**src/rtl/sim_result_monitor.sv**
```systemverilog
// Bus-snooping test-result monitor: latches mailbox writes, buffers log words,
// and reports a sticky done/pass/fail/timeout verdict for benches and FPGA builds.
module sim_result_monitor #(
    parameter logic [31:0] P_BASE_ADDR   = 32'h0002_0000,
    parameter int          P_LOG_DEPTH   = 16,
    parameter int          P_LOG_DEPTH_N = 4,
    parameter logic [31:0] P_TIMEOUT     = 32'd75_000_000
) (
    input  logic                     iCLOCK,
    input  logic                     inRESET,
    input  logic                     iMEMORY_REQ,
    input  logic                     iMEMORY_LOCK,
    input  logic [1:0]               iMEMORY_ORDER,
    input  logic                     iMEMORY_RW,
    input  logic [31:0]              iMEMORY_ADDR,
    input  logic [31:0]              iMEMORY_DATA,
    output logic                     oDONE,
    output logic                     oPASS,
    output logic                     oFAIL,
    output logic                     oTIMEOUT,
    output logic [31:0]              oERR_TYPE,
    output logic [31:0]              oERR_NUMBER,
    output logic [31:0]              oERR_RESULT,
    output logic [31:0]              oERR_EXPECT,
    output logic                     oLOG_VALID,
    output logic [31:0]              oLOG_DATA,
    input  logic                     iLOG_ACK,
    output logic [P_LOG_DEPTH_N:0]   oLOG_COUNT,
    output logic                     oLOG_OVERFLOW,
    output logic [1:0]               oDEBUG_STATE
);

    typedef enum logic [1:0] {
        ST_RUN      = 2'd0,
        ST_FIN_PASS = 2'd1,
        ST_FIN_FAIL = 2'd2,
        ST_TMO      = 2'd3
    } state_t;

    localparam logic [P_LOG_DEPTH_N:0]   DEPTH_C = (P_LOG_DEPTH_N + 1)'(P_LOG_DEPTH);
    localparam logic [P_LOG_DEPTH_N:0]   CNT_ONE = 1;
    localparam logic [P_LOG_DEPTH_N-1:0] PTR_ONE = 1;

    state_t                   state, state_next;
    logic                     flag;
    logic [31:0]              wd_count;
    logic                     wd_expire;
    logic                     accept;
    logic                     running;
    logic                     wr_en;
    logic [4:0]               offset;
    logic [31:0]              swapped;
    logic                     finish_wr;

    logic [31:0]              log_mem [P_LOG_DEPTH];
    logic [P_LOG_DEPTH_N-1:0] wr_ptr;
    logic [P_LOG_DEPTH_N-1:0] rd_ptr;
    logic [P_LOG_DEPTH_N:0]   count;
    logic                     log_full;
    logic                     push_req;
    logic                     do_push;
    logic                     do_pop;

    assign accept = iMEMORY_REQ && !iMEMORY_LOCK && iMEMORY_RW &&
                    (iMEMORY_ORDER == 2'h2) &&
                    (iMEMORY_ADDR[31:5] == P_BASE_ADDR[31:5]) &&
                    (iMEMORY_ADDR[1:0] == 2'b00);
    assign running   = (state == ST_RUN);
    assign wr_en     = accept && running;
    assign offset    = iMEMORY_ADDR[4:0];
    assign swapped   = {iMEMORY_DATA[7:0], iMEMORY_DATA[15:8],
                        iMEMORY_DATA[23:16], iMEMORY_DATA[31:24]};
    assign finish_wr = wr_en && (offset == 5'h04);
    assign wd_expire = (P_TIMEOUT != 32'd0) && (wd_count == P_TIMEOUT - 32'd1);

    // Verdict FSM: a finish write takes priority over a same-cycle watchdog expiry.
    always_ff @(posedge iCLOCK or negedge inRESET) begin
        if (!inRESET) begin
            state <= ST_RUN;
        end else begin
            state <= state_next;
        end
    end

    always_comb begin
        state_next = state;
        case (state)
            ST_RUN: begin
                if (finish_wr) begin
                    state_next = flag ? ST_FIN_PASS : ST_FIN_FAIL;
                end else if (wd_expire) begin
                    state_next = ST_TMO;
                end
            end
            default: state_next = state;
        endcase
    end

    assign oDONE        = (state != ST_RUN);
    assign oPASS        = (state == ST_FIN_PASS);
    assign oFAIL        = (state == ST_FIN_FAIL) || (state == ST_TMO);
    assign oTIMEOUT     = (state == ST_TMO);
    assign oDEBUG_STATE = state;

    always_ff @(posedge iCLOCK or negedge inRESET) begin
        if (!inRESET) begin
            wd_count <= 32'd0;
        end else if (running && (P_TIMEOUT != 32'd0)) begin
            wd_count <= wd_count + 32'd1;
        end
    end

    // Mailbox registers; the flag bit is D[24], i.e. bit 0 of the byte-swapped word.
    always_ff @(posedge iCLOCK or negedge inRESET) begin
        if (!inRESET) begin
            flag        <= 1'b0;
            oERR_TYPE   <= 32'd0;
            oERR_NUMBER <= 32'd0;
            oERR_RESULT <= 32'd0;
            oERR_EXPECT <= 32'd0;
        end else if (wr_en) begin
            case (offset)
                5'h00:   flag        <= iMEMORY_DATA[24];
                5'h0C:   oERR_TYPE   <= swapped;
                5'h10:   oERR_NUMBER <= swapped;
                5'h14:   oERR_RESULT <= swapped;
                5'h18:   oERR_EXPECT <= swapped;
                default: ;
            endcase
        end
    end

    // Log FIFO: a pop in the same cycle frees the slot for a push into a full FIFO.
    assign log_full = (count == DEPTH_C);
    assign push_req = wr_en && (offset == 5'h08);
    assign do_pop   = iLOG_ACK && (count != '0);
    assign do_push  = push_req && (!log_full || do_pop);

    always_ff @(posedge iCLOCK or negedge inRESET) begin
        if (!inRESET) begin
            wr_ptr        <= '0;
            rd_ptr        <= '0;
            count         <= '0;
            oLOG_OVERFLOW <= 1'b0;
            for (int i = 0; i < P_LOG_DEPTH; i++) begin
                log_mem[i] <= 32'd0;
            end
        end else begin
            if (do_push) begin
                log_mem[wr_ptr] <= swapped;
                wr_ptr          <= wr_ptr + PTR_ONE;
            end
            if (do_pop) begin
                rd_ptr <= rd_ptr + PTR_ONE;
            end
            if (do_push && !do_pop) begin
                count <= count + CNT_ONE;
            end else if (do_pop && !do_push) begin
                count <= count - CNT_ONE;
            end
            if (push_req && !do_push) begin
                oLOG_OVERFLOW <= 1'b1;
            end
        end
    end

    assign oLOG_VALID = (count != '0);
    assign oLOG_DATA  = log_mem[rd_ptr];
    assign oLOG_COUNT = count;

endmodule

```
**config.mk**
```make
export PLATFORM = sky130hd
export DESIGN_NAME = sim_result_monitor
export DESIGN_NICKNAME = d
export VERILOG_FILES = /design/src/rtl/sim_result_monitor.sv
export SDC_FILE = /design/constraint.sdc
export NUM_CORES = 1
export LEC_CHECK = 0
export ABC_AREA = 1
export CELL_PAD_IN_SITES_DETAIL_PLACEMENT = 1
export CELL_PAD_IN_SITES_GLOBAL_PLACEMENT = 2
export CORE_MARGIN = 8
export CORE_UTILIZATION = 32
export DETAILED_ROUTE_END_ITERATION = 10
export PLACE_DENSITY_LB_ADDON = 0.1
export SYNTH_ARGS = -nofsm -noshare
export SYNTH_HDL_FRONTEND = slang
export SYNTH_SLANG_ARGS = --single-unit
```
**constraint.sdc**
```tcl
create_clock -name iCLOCK -period 3.01 [get_ports iCLOCK]
set_input_delay 0.602 -clock iCLOCK [delete_from_list [all_inputs] [get_ports iCLOCK]]
set_output_delay 0.602 -clock iCLOCK [all_outputs]
set_load 0.005 [all_outputs]
```
==> metrics.csv <==
stage,metric,value,unit
outcome,status,finished with violations,
outcome,violations,negative setup slack,
power_and_ir_drop,p_sw,10.7,mW
setup_path,setup.worst_path.class,register to output pin,
routing,vias,31300,
placement,hpwlAfterDp,86.0,mm
power_and_ir_drop,irDropWorstVdd,0.447,mV
cells_and_area,final_core_util,41.0,%
setup_path,r2r-start,oDEBUG_STATE[1]$_DFFE_PN0P_,
cts,cts_inserted_buffers,86,
sta,finalCritPeriodShare,106,%
sta,max_freq,314,MHz
cts,cts.sink_count,689,
grt,grt_usage,24.8,%
cells_and_area,fillers,12200,
sta,slew_violations,0,
setup_path,path_max_fanout,6,
cells_and_area,final_common_cell,nand2_1,
cts,cts_buffer_depth,3,
placement,place_area,38800,um2
power_and_ir_drop,p_clk_share,34.6,%
sta,period_minus_slack,3.19,ns
die,chipHeight,340,um
die,pin_count,245,
routing,via_per_inst,5.36,
logic_synthesis,synth_area,33700,um2
die,coreArea,105000,um2
cells_and_area,final_nets,4458,
cells_and_area,areaGrowthSynthToFinish,27.8,%
setup_path,cp.required,2.41,ns
sta,skew,0.0320,ns
sta,tightest_slew,0.930,ns
power_and_ir_drop,p_int,20.0,mW
routing,wl,146,mm
grt,grt_first_pass_wirelength,221,mm
routing,drc,0,
hold_path,hp-class,input port to asynchronous set/reset pin,
power_and_ir_drop,combPwrFrac,34.4,%
logic_synthesis,synth_cells,4173,
logic_synthesis,synth.distinct_cells,33,
setup_path,crit_slowest_cell,dfrtp_4,
setup_path,crit_chain,buf_12 -> inv_16 -> buf_12 -> buf_16 -> buf_8 -> nor2_4 -> nor2_1 -> o21ai_1 -> o21ai_1 -> o211ai_1 -> nand2_2 -> buf_2,
cts,cts_tree,done,
routing,drt-pass1-iter-count,5,
power_and_ir_drop,swShare,34.9,%
cts,cts-htree-levels,3,
setup_path,end_kind,output pin,
cts,clk_transition_reported_paths,0.06,ns
sta,finalSetupViolations,24,
logic_synthesis,synth.top_cell.area_share,51.2,%
sta,max_slew_margin,38.0,%
routing,ant_nets,0,
cells_and_area,layout-drive-gt1-share,12.6,%
setup_path,max_stage_delay,0.46,ns
die,die_area,116000,um2
grt,antenna_found_initial,5,
die,placementRows,119,
logic_synthesis,syn_nets,4256,
routing,wl_per_cell,25.0,um
power_and_ir_drop,power_per_cell_area,712,nW/um2
routing,drt_iter0_markers,2254,
setup_path,startpoint,rd_ptr[0]$_DFFE_PN0P_,
grt,grt_max_degree,172,
logic_synthesis,yosysSeqAreaShare,51.2,%
power_and_ir_drop,leakagePower,21.6,nW
cells_and_area,final_area,43000,um2
sta,setup_ws,-0.178,ns
logic_synthesis,ys_seq_elements,689,
die,die-width,340,um
logic_synthesis,synthTopCellsByArea,"dfrtp_1 (51%), nand2_1 (14%), nand4_1 (9.8%), o21ai_0 (4.9%), nor2_1 (4.9%)",
logic_synthesis,synth_area_per_cell,8.07,um2
logic_synthesis,yosys.area.top_type,dfrtp_1,
cells_and_area,mostFrequentLayoutCells,"nand2_1 (1262), dfrtp_1 (685), nand4_1 (528)",
sta,hold_violations,0,
power_and_ir_drop,seqPwrFrac,31.0,%
setup_path,start_kind,register,
grt,gr-total-overflow,0,
job,max-cap-violations,0,
cts,cts-root-buf,clkbuf_16,
placement,port_buffers,244,
cts,clkLatencyLatePin,0.68,ns
logic_synthesis,yosys_warnings,0,
sta,rsz0062_at_grt,yes,
grt,grt_pass1_vias,32900,
die,start_util,32.1,%
setup_path,cp.arrival,2.59,ns
placement,gp_congestion,0.775,
==> power by group through the flow <==
stage | Clock [mW] | Sequential, mW | Combinational [mW]
finish | 10.6 | 9.50 | 10.5
global route | 11.2 | 9.50 | 11.3
CTS | 10.9 | 9.50 | 10.5
detailed placement | 0 | 9.71 | 8.72
global placement | 0 | 9.70 | 8.73
floorplan | 0 | 9.55 | 4.10
==> worst paths after layout <==
kind | cells past startpoint | endpoint | slack, ns
worst max-delay path | 12 | oLOG_DATA[17] | -0.18
worst min-delay path | 2 | oERR_NUMBER[14]$_DFFE_PN0P_ | 0.45
worst max register to register | 17 | oLOG_COUNT[3]$_DFFE_PN0P_ | 0.41
worst min register to register | 2 | log_mem[232]$_DFFE_PN0P_ | 0.46
max in group asynchronous | 3 | rd_ptr[0]$_DFFE_PN0P_ | 1.53
min in group iCLOCK | 2 | log_mem[232]$_DFFE_PN0P_ | 0.46
==> flip-flops by register name, summed over array words and instances, names as in the netlist, 5 cells and up <==
signal       count
oERR_RESULT     32
wd_count        32
oERR_TYPE       32
log_mem        512
oLOG_COUNT       5
oERR_EXPECT     32
oERR_NUMBER     32
==> synth_stat cells (all sizes together) <==
master     n
nor2     440
clkbuf   281
nand3b     3
nand2   1280
o21ai    329
o21bai     1
nand4    528
dfrtp    689
a21oi      7
nor3      19
and2       1
inv      161
fa         1
xnor2      9
or2        1
buf      124
nand3     88
clkinv     1
ha        10
o221ai    47
xor2      24
mux2i     47
mux2       1
o211ai    81
==> worst max-delay path: cells and delay by family, from the launching register on <==
kind,cells,cell delay [ns]
AOI/OAI and AO/OA,3,0.37
buffers and inverters,6,0.84
DFF,1,0.46
and+or+nand+nor,3,0.23
==> cell type report <==
class	instances	area, um2	share of cell area, %
sequential	689	17300	40.1
multi-input combinational	2917	14500	33.7
timing repair buffer	517	6020	14.0
clock buffer	131	2550	5.93
tap	1391	1740	4.05
inverter	162	624	1.45
clock inverter	26	293	0.681
timing repair inverter	2	40.0	0.0931
antenna	1	2.50	0.00582
==> per-layer routing <==
metal	track usage [%]	wire length, um	vias up
li1	-	-	14500
met1	33.5	66000	15900
met2	40.7	68700	703
met3	4.47	7060	203
met4	6.77	4180	2
met5	0	13	-
==> metrics by stage <==
stage	hold slack, ns	setup TNS (ns)	cells	total power [mW]	worst slack, ns
floorplan	0.306	0	4173	13.6	0.0418
global placement	0.448	-49.18	5606	18.4	-0.210
detailed placement	0.453	-63.72	5606	18.4	-0.224
CTS	0.438	-3.17	5835	30.9	-0.229
global route	0.466	-5.06	5836	32.0	-0.268
finish	0.447	-1.85	5836	30.6	-0.178
==> kinds of logic after synthesis <==
kind of cell    after synthesis  synth area share [%]
simple gates               2360                  31.0
fa+ha+maj                    11                 0.431
flops                       689                  51.2
xor+xnor                     33                 0.859
buf+inv                     567                  7.06
compound gates              465                  8.05
mux                          48                  1.43
==> what timing repair did <==
action | 4_1_cts | 5_1_grt
gates resized for setup | 328 | 27
hold buffers | 1 | 0
cloned | 15 | 1
hold endpoints to repair | 27 | 0
setup buffers | 57 | 0
pin swaps | 88 | 43
setup endpoints to repair | 32 | 32
(Power assumes the default switching activity.)
